File: config.mk
export PLATFORM = sky130hd
export DESIGN_NAME = mcpu_alu_arbiter
export DESIGN_NICKNAME = d
export VERILOG_FILES = /design/src/rtl/mcpu_alu_arbiter_pkg.sv /design/src/rtl/mcpu_alu.sv /design/src/rtl/mcpu_rr_arbiter.sv /design/src/rtl/mcpu_alu_arbiter.sv
export SDC_FILE = /design/constraint.sdc
export NUM_CORES = 1
export LEC_CHECK = 0
export ABC_AREA = 1
export CAP_MARGIN = 10
export CORE_ASPECT_RATIO = 1.1
export CORE_UTILIZATION = 47
export DETAILED_ROUTE_END_ITERATION = 7
export GPL_TIMING_DRIVEN = 0
export MAX_ROUTING_LAYER = met4
export PLACE_DENSITY = 0.82
export SETUP_SLACK_MARGIN = 0.15
export SYNTH_ARGS = -nofsm -noshare
export SYNTH_HDL_FRONTEND = slang
export SYNTH_SLANG_ARGS = --single-unit
File: constraint.sdc
create_clock -name clk -period 1.7 [get_ports clk]
set_input_delay 0.34 -clock clk [delete_from_list [all_inputs] [get_ports clk]]
set_output_delay 0.34 -clock clk [all_outputs]
set_load 0.02 [all_outputs]
File: src/rtl/mcpu_alu_arbiter_pkg.sv
// Shared opcode and FSM encodings for the MCPU ALU arbiter slice.
package mcpu_alu_arbiter_pkg;

  localparam logic [1:0] OP_AND = 2'b00;
  localparam logic [1:0] OP_OR  = 2'b01;
  localparam logic [1:0] OP_XOR = 2'b10;
  localparam logic [1:0] OP_ADD = 2'b11;

  typedef enum logic [1:0] {
    ST_IDLE  = 2'd0,
    ST_GRANT = 2'd1,
    ST_EXEC  = 2'd2,
    ST_RESP  = 2'd3
  } state_t;

endpackage

File: src/rtl/mcpu_alu.sv
// Combinational MCPU ALU: AND/OR/XOR/ADD with a carry-based overflow flag.
module MCPU_Alu
  import mcpu_alu_arbiter_pkg::*;
#(
  parameter int CMD_SIZE  = 2,
  parameter int WORD_SIZE = 2
) (
  input  logic [CMD_SIZE-1:0]  cmd,
  input  logic [WORD_SIZE-1:0] r1,
  input  logic [WORD_SIZE-1:0] r2,
  output logic [WORD_SIZE-1:0] out,
  output logic                 overflow
);

  logic [WORD_SIZE:0] sum;

  assign sum = {1'b0, r1} + {1'b0, r2};
  // The flag reflects the adder carry for every opcode; callers mask it.
  assign overflow = sum[WORD_SIZE];

  always_comb begin
    out = sum[WORD_SIZE-1:0];
    case (cmd)
      OP_AND:  out = r1 & r2;
      OP_OR:   out = r1 | r2;
      OP_XOR:  out = r1 ^ r2;
      default: out = sum[WORD_SIZE-1:0];
    endcase
  end

endmodule

File: src/rtl/mcpu_rr_arbiter.sv
// Round-robin pick: first asserted request at or after rr_ptr, wrapping mod NUM_REQ.
module mcpu_rr_arbiter #(
  parameter int NUM_REQ = 4,
  parameter int ID_W    = 2
) (
  input  logic [NUM_REQ-1:0] req,
  input  logic [ID_W-1:0]    rr_ptr,
  output logic [ID_W-1:0]    grant,
  output logic               any_req
);

  logic [ID_W-1:0] idx;

  assign any_req = |req;

  // Scan from the farthest offset down so the nearest match is written last.
  always_comb begin
    grant = '0;
    idx   = '0;
    for (int k = NUM_REQ - 1; k >= 0; k--) begin
      idx = ID_W'((int'(rr_ptr) + k) % NUM_REQ);
      if (req[idx]) grant = idx;
    end
  end

endmodule

File: src/rtl/mcpu_alu_arbiter.sv
// Shares one MCPU_Alu between NUM_REQ requesters; one operation in flight at a time.
module mcpu_alu_arbiter
  import mcpu_alu_arbiter_pkg::*;
#(
  parameter int CMD_SIZE  = 2,
  parameter int WORD_SIZE = 2,
  parameter int NUM_REQ   = 4,
  parameter int ID_W      = $clog2(NUM_REQ)
) (
  input  logic                          clk,
  input  logic                          rst_n,
  input  logic [NUM_REQ-1:0]            req_valid,
  output logic [NUM_REQ-1:0]            req_ready,
  input  logic [NUM_REQ*CMD_SIZE-1:0]   req_opcode,
  input  logic [NUM_REQ*WORD_SIZE-1:0]  req_r1,
  input  logic [NUM_REQ*WORD_SIZE-1:0]  req_r2,
  output logic                          resp_valid,
  input  logic                          resp_ready,
  output logic [ID_W-1:0]               resp_id,
  output logic [WORD_SIZE-1:0]          resp_data,
  output logic                          resp_overflow,
  output logic                          busy
);

  state_t               state;
  logic [ID_W-1:0]      rr_ptr, grant, grant_c;
  logic                 any_req;
  logic [CMD_SIZE-1:0]  op_arr [NUM_REQ];
  logic [WORD_SIZE-1:0] r1_arr [NUM_REQ];
  logic [WORD_SIZE-1:0] r2_arr [NUM_REQ];
  logic [CMD_SIZE-1:0]  op_p1;
  logic [WORD_SIZE-1:0] r1_p1, r2_p1, alu_out;
  logic                 alu_ovf;

  function automatic logic mask_ovf(input logic [CMD_SIZE-1:0] op, input logic ovf);
    return (op == CMD_SIZE'(OP_ADD)) && ovf;
  endfunction

  always_comb begin
    for (int i = 0; i < NUM_REQ; i++) begin
      op_arr[i] = req_opcode[i*CMD_SIZE +: CMD_SIZE];
      r1_arr[i] = req_r1[i*WORD_SIZE +: WORD_SIZE];
      r2_arr[i] = req_r2[i*WORD_SIZE +: WORD_SIZE];
    end
  end

  mcpu_rr_arbiter #(.NUM_REQ(NUM_REQ), .ID_W(ID_W)) u_rr (
    .req     (req_valid),
    .rr_ptr  (rr_ptr),
    .grant   (grant_c),
    .any_req (any_req)
  );

  MCPU_Alu #(.CMD_SIZE(CMD_SIZE), .WORD_SIZE(WORD_SIZE)) u_alu (
    .cmd      (op_p1),
    .r1       (r1_p1),
    .r2       (r2_p1),
    .out      (alu_out),
    .overflow (alu_ovf)
  );

  // Stage p1: operands of the granted requester, captured on the accept cycle
  always_ff @(posedge clk) begin
    if (state == ST_GRANT) begin
      op_p1 <= op_arr[grant];
      r1_p1 <= r1_arr[grant];
      r2_p1 <= r2_arr[grant];
    end
  end

  // Stage p2: control FSM and registered response
  always_ff @(posedge clk or negedge rst_n) begin
    if (!rst_n) begin
      state         <= ST_IDLE;
      rr_ptr        <= '0;
      grant         <= '0;
      req_ready     <= '0;
      resp_valid    <= 1'b0;
      resp_id       <= '0;
      resp_data     <= '0;
      resp_overflow <= 1'b0;
      busy          <= 1'b0;
    end else begin
      case (state)
        ST_IDLE: if (any_req) begin
          grant     <= grant_c;
          req_ready <= NUM_REQ'(1) << grant_c;
          busy      <= 1'b1;
          state     <= ST_GRANT;
        end
        ST_GRANT: begin
          req_ready <= '0;
          state     <= ST_EXEC;
        end
        ST_EXEC: begin
          resp_data     <= alu_out;
          resp_overflow <= mask_ovf(op_p1, alu_ovf);
          resp_id       <= grant;
          resp_valid    <= 1'b1;
          state         <= ST_RESP;
        end
        ST_RESP: if (resp_ready) begin
          resp_valid <= 1'b0;
          rr_ptr     <= (grant == ID_W'(NUM_REQ - 1)) ? '0 : grant + ID_W'(1);
          busy       <= 1'b0;
          state      <= ST_IDLE;
        end
        default: state <= ST_IDLE;
      endcase
    end
  end

endmodule

==> run_results.csv, run 1 <==
group,metric,value,unit
status,run_status,"finished, final reports clean",
layout,layout.nets,270,
global_route,busiest_layer,"met2",
placement,portBuffers,41,
routing,wl,3140,µm
timing,hold_viol,0,
clocking,cts_tree,"done",
routing,drc,0,
layout,diodes,0,
clocking,clk-insertion-delay-late,0.30,ns
timing,slew_violations,0,
clocking,htree_levels,1,
power,peakVddDrop,1200,µV
critical_path,rr_startpoint,"state[0]$_DFFE_PN0P_",
global_route,grt_antenna_before_repair,0,
clocking,clkTransAtPathRegs,0.12,ns
logic_synthesis,syn-cell-area,1460,µm²
clocking,cts_buffer_depth,2,
clocking,cts_buffers,3,
timing,worst_pin_slew,0.749,ns
global_route,grt_pass1_wl,4990,µm
timing,finalCritPeriodShare,0.866,
die,die_y,60.5,µm
critical_path,cp.required,1.93,ns
routing,routed-via-count,1324,
logic_synthesis,async_flop_share,0.739,
die,start_util,0.512,
die,die_w,55.2,µm
placement,dp_slack,-0.0140,ns
timing,finalSetupViolations,0,
clocking,cts_sinks,23,
routing,routed_via_density,5.09,
timing,fin_skew,0.00148,ns
global_route,use_met1,0.287,
global_route,grt_usage,0.215,
hold_path,hold_class,"primary input to asynchronous set/reset pin",
logic_synthesis,yosys.area.top_type,"dfrtp_1",
layout,drive_above_1_share,0.110,
global_route,grtUsageMet2,0.341,
routing,dr.pass1.iters,4,
timing,rsz0062_at_grt,"true",
critical_path,crit_type,"register to register",
critical_path,reg2reg_slack,0.23,ns
logic_synthesis,synthTopCellsByArea,"dfrtp_1, edfxtp_1, ha_1",
placement,dp_hpwl,2430,µm
clocking,postCtsSetupBuffers,0,
logic_synthesis,yosysWarningCount,0,
logic_synthesis,seq_area_frac_synth,0.414,
routing,drtAntennaViolNets,0,
routing,drt_iter0_drc,32,
timing,post-route-min-period,1.47,ns
die,die_area,3340,µm²
global_route,grt_use_met3,0.0251,
layout,multiInputGateArea,744,µm²
logic_synthesis,yosys.area.top_type_share,0.291,
logic_synthesis,syn-num-nets,224,
logic_synthesis,ys_seq_elements,23,
job,drv_cap,0,
timing,setup_slack,0.228,ns
global_route,grt-ovfl-total,0,
critical_path,worst_r2r_endpoint,"req_ready[2]$_DFFE_PN0P_",
timing,fmax,679,MHz
placement,globalplace.congestion,0.830,
power,p_leak,0.933,nW
logic_synthesis,synth_flop_cell,"dfrtp_1",
global_route,grt_max_degree,18,
layout,area_growth,33.2,%
critical_path,critPathCaptureType,"register",
critical_path,cp.arrival,1.70,ns
die,top_level_ports,42,
logic_synthesis,synth-edff-count,6,
logic_synthesis,syn_inst,182,
timing,relSlewSlack,0.499,
critical_path,r2r_cells,7,
die,rows,20,
critical_path,critPathLaunchType,"register",
power,power.density,1640,nW/µm²
logic_synthesis,syn_area_per_cell,8.03,µm²
global_route,grt_pass1_vias,1172,
clocking,clock-root-buffer,"clkbuf_4",
power,p_total,3.20,mW
layout,nFillCells,245,
logic_synthesis,synth_cell_types,27,
routing,wl_per_cell,12.1,µm
die,coreArea,2850,µm²
critical_path,path_max_fanout,4,
layout,regArea,606,µm²
[cell families (layout without fill, tap and decap cells)]
logic type	count (synthesis)	after routing	synth area share
buffers and inverters	32	77	0.0890
flip-flops	23	23	0.414
AND/OR/NAND/NOR	78	78	0.247
AO/OA/AOI/OAI	38	38	0.150
adder cells (fa/ha/maj)	11	11	0.0993
[layer usage]
layer | vias to the layer above | wire length, µm
li1 | 696 | -
met4 | 0 | 19
met2 | 28 | 1530
met3 | 2 | 83
met1 | 598 | 1500
met5 | - | 0
[cell usage after synthesis, drive strengths merged (2+ instances only)]
master	count
ha	10
nor3	2
dfrtp	17
o21bai	2
o21ai	17
inv	28
nand2	33
clkbuf	3
nand3	17
edfxtp	6
a21oi	6
o22ai	8
nor2	24
[sequential cells by signal, indices dropped and copies added, names as in the netlist]
register,count
req_ready,4
resp_data,2
state,2
rr_ptr,2
grant,2
busy,1
resp_valid,1
op_p1,2
resp_overflow,1
r1_p1,2
resp_id,2
r2_p1,2
[worst max path at each step]
stage                                    start                        to  slack (ns)  depth (start not counted)
final                     state[0]$_DFFE_PN0P_  req_ready[2]$_DFFE_PN0P_        0.23                          7
after global routing      state[0]$_DFFE_PN0P_  req_ready[2]$_DFFE_PN0P_        0.15                          7
after CTS                 state[0]$_DFFE_PN0P_  req_ready[2]$_DFFE_PN0P_        0.16                          7
after detailed placement          req_valid[3]  req_ready[0]$_DFFE_PN0P_       -0.01                          7
after global placement            req_valid[3]  req_ready[0]$_DFFE_PN0P_       -0.04                          7
after floorplan             r1_p1[0]$_DFFE_PP_  resp_data[1]$_DFFE_PN0P_        0.31                          4
[critical path, stage by stage (launching register included)]
cell and delay (ns):
dfrtp_1 0.43, inv_1 0.15, ha_2 0.24, nand4_1 0.19, o21ai_2 0.14, inv_1 0.07
nor2_1 0.07, o21bai_1 0.11
[metrics by stage]
| step | TNS (ns) | cell area, µm² | hold WS [ns] | instances | utilization |
|---|---|---|---|---|---|
| 3_5_place_dp | -0.0193 | 1910 | 0.471 | 256 | 0.671 |
| 2_1_floorplan | 0 | 1460 | 0.0444 | 182 | - |
| 6_report | 0 | 1950 | 0.465 | 260 | 0.682 |
| 4_1_cts | 0 | 1930 | 0.496 | 260 | 0.676 |
| 5_1_grt | 0 | 1950 | 0.535 | 260 | 0.682 |
| 3_3_place_gp | -0.0761 | 1910 | 0.473 | 256 | 0.671 |
[cell type report]
class,instances,area share
Buffer,4,0.0129
Clock buffer,4,0.0135
Inverter,28,0.0553
Multi-Input combinational cell,127,0.382
Sequential cell,23,0.311
Tap cell,33,0.0212
Timing Repair Buffer,41,0.204
[placed cells by master (no fill, tap or decap), drive strengths merged, types with 2 or more instances in the layout]
cell           instances
o21bai                 2
nand2                 33
o22ai                  8
clkbuf                 7
nor2                  24
a21oi                  6
ha                    10
nor3                   2
dfrtp                 17
nand3                 17
clkdlybuf4s50         30
inv                   28
edfxtp                 6
dlygate4sd2           11
o21ai                 17
[power by group]
group,switching [mW],internal [mW]
Clock,0.157,0.0913
Sequential,0.199,0.869
Combinational,1.14,0.738
[timing repair]
action | 4_1_cts | 5_1_grt
endpoints found under the hold margin | 0 | 0
pin swaps | 0 | 0
gates resized for setup | 12 | 10
endpoints found under the setup margin | 13 | 7
hold buffers | 0 | 0
cloned | 0 | 0
No activity file was read; power rests on OpenSTA's default activity.
==> run 2, diff against run 1 <==
Settings changed: SLEW_MARGIN set to 20.
==> results of run 2 <==
No change in the layout: final DEF, timing and power equal those of run 1.
==> run 3, diff against run 2 <==
Settings changed: CELL_PAD_IN_SITES_DETAIL_PLACEMENT set to 1, CELL_PAD_IN_SITES_GLOBAL_PLACEMENT set to 2, CORE_UTILIZATION 47 to 26, PLACE_DENSITY 0.82 to unset, PLACE_DENSITY_LB_ADDON set to 0.08.
==> run_results.csv, run 3 (same netlist as run 1, synthesis figures left out) <==
group,metric,value,unit
global_route,grt_antenna_before_repair,0,
layout,mostFrequentLayoutCells,"clkdlybuf4s50_1, nand2_1, inv_1, nor2_1, dfrtp_1",
timing,slew_violations,0,
routing,routed-via-count,1385,
die,coreArea,5400,µm²
critical_path,critPathLaunchType,"primary input",
global_route,grt_pass1_wl,6600,µm
job,drv_cap,0,
layout,largest_reg_flops,4,
hold_path,hold_class,"register to register",
timing,post-route-min-period,1.46,ns
timing,worst_pin_slew,0.802,ns
global_route,grt_use_met3,0.0326,
layout,area_growth,40.2,%
layout,final_common_cell,"clkdlybuf4s50_1",
timing,fin_skew,0.00489,ns
critical_path,critPathCaptureType,"register",
die,die_area,5920,µm²
routing,dr.pass1.iters,4,
clocking,ctsHoldBuffers,0,
placement,dp_hpwl,3260,µm
routing,drc,0,
global_route,use_met1,0.167,
critical_path,r2r_cells,10,
clocking,cts_buffers,3,
critical_path,crit_type,"primary input to register",
global_route,busiest_layer,"met2",
die,start_util,0.271,
global_route,grt_usage,0.150,
status,run_status,"finished, final reports clean",
layout,nFillCells,685,
die,rows,28,
timing,finalSetupViolations,0,
global_route,grt_max_degree,18,
routing,wl,4000,µm
routing,wl_per_cell,13.2,µm
layout,top_register,"req_ready",
clocking,cts_sinks,23,
clocking,clkTransAtPathRegs,0.08,ns
clocking,clk-insertion-delay-late,0.27,ns
timing,rsz0062_at_grt,"true",
clocking,cts_tree,"done",
timing,fmax,683,MHz
die,die_y,80.6,µm
hold_path,hold_depth,2,
layout,layout.nets,271,
global_route,grtUsageMet2,0.277,
critical_path,path_max_fanout,3,
power,p_leak,0.962,nW
die,top_level_ports,42,
timing,finalCritPeriodShare,0.861,
global_route,grt-ovfl-total,0,
routing,routed_via_density,4.57,
routing,drt_iter0_drc,28,
layout,layout.cells.non_filler,303,
routing,drtAntennaViolNets,0,
power,power.density,1670,nW/µm²
critical_path,cp.arrival,1.62,ns
clocking,clock-root-buffer,"clkbuf_8",
clocking,htree_levels,1,
timing,relSlewSlack,0.463,
timing,hold_viol,0,
clocking,cts_buffer_depth,2,
placement,dp_cells,298,
power,peakVddDrop,578,µV
global_route,grt_pass1_vias,1467,
placement,portBuffers,41,
placement,globalplace.congestion,0.730,
die,die_w,73.5,µm
layout,diodes,0,
critical_path,cp.required,1.86,ns
layout,finalCoreUtilization,0.380,
layout,drive_above_1_share,0.145,
## run 3: changes by cell type in the layout (fill, tap and decap cells not counted), sizes merged
cell / delta
buf: +1
dlymetal6s2s: +1
clkdlybuf4s50: -1
clkinv: +1
clkbuf: -1
## run 3: metrics by stage
step                      total power, mW  instance area [µm²]  hold slack (ns)  setup TNS, ns  setup WS (ns)
final                                3.42                 2050            0.493              0          0.236
after CTS                            3.40                 2000            0.499              0          0.156
after floorplan                      2.38                 1460           0.0444              0          0.307
after global routing                 3.80                 2050            0.520              0          0.127
after detailed placement             3.11                 1970            0.474         -0.407         -0.125
after global placement               3.04                 1970            0.475         -0.250        -0.0942
## run 3: final timing paths
kind | start | end | slack (ns)
worst min-delay path | resp_data[0]$_DFFE_PN0P_ | resp_data[0]$_DFFE_PN0P_ | 0.49
max in group asynchronous | rst_n | grant[1]$_DFFE_PN0P_ | 0.67
worst max-delay path | req_valid[1] | grant[0]$_DFFE_PN0P_ | 0.24
worst min register to register | resp_data[0]$_DFFE_PN0P_ | resp_data[0]$_DFFE_PN0P_ | 0.49
min in group asynchronous | rst_n | resp_data[0]$_DFFE_PN0P_ | 0.53
worst max register to register | rr_ptr[0]$_DFFE_PN0P_ | grant[0]$_DFFE_PN0P_ | 0.24
## run 3: layout make-up
cell class / instances / area, µm² / share of cell area
clock buffer: 3 / 41.3 / 0.0202
tap: 75 / 93.8 / 0.0458
multi-input combinational: 127 / 762 / 0.372
sequential: 23 / 606 / 0.296
clock inverter: 1 / 5.00 / 0.00244
inverter: 28 / 108 / 0.0525
timing repair buffer: 42 / 407 / 0.199
buffer: 4 / 26.3 / 0.0128
## run 3: report_power, final
part	internal, mW	switching [mW]	leakage (nW)
Sequential	0.871	0.201	0.264
Combinational	0.780	1.23	0.672
Clock	0.164	0.178	0.0255
Total	1.81	1.61	0.962
## run 3: repair_timing
action / CTS / global route
gates resized for setup: 13 / 19
setup endpoints to repair: 13 / 12
buffers inserted: 0 / 1
pin swaps: 0 / 2
endpoints found under the hold margin: 0 / 0
## run 3: worst max-delay path: stages
cell and delay (ns):
clkdlybuf4s50_1 0.50, inv_1 0.07, nand2_2 0.08, nand3_2 0.10, nand2_1 0.09, nand3_2 0.09, nand3_2 0.10, nand2_2 0.08
o21a_1 0.18
## run 3: per-layer routing
layer | wire, µm | up-vias
li1 | - | 691
met1 | 1680 | 671
met2 | 2180 | 21
met3 | 129 | 2
met4 | 18 | 0
met5 | 0 | -
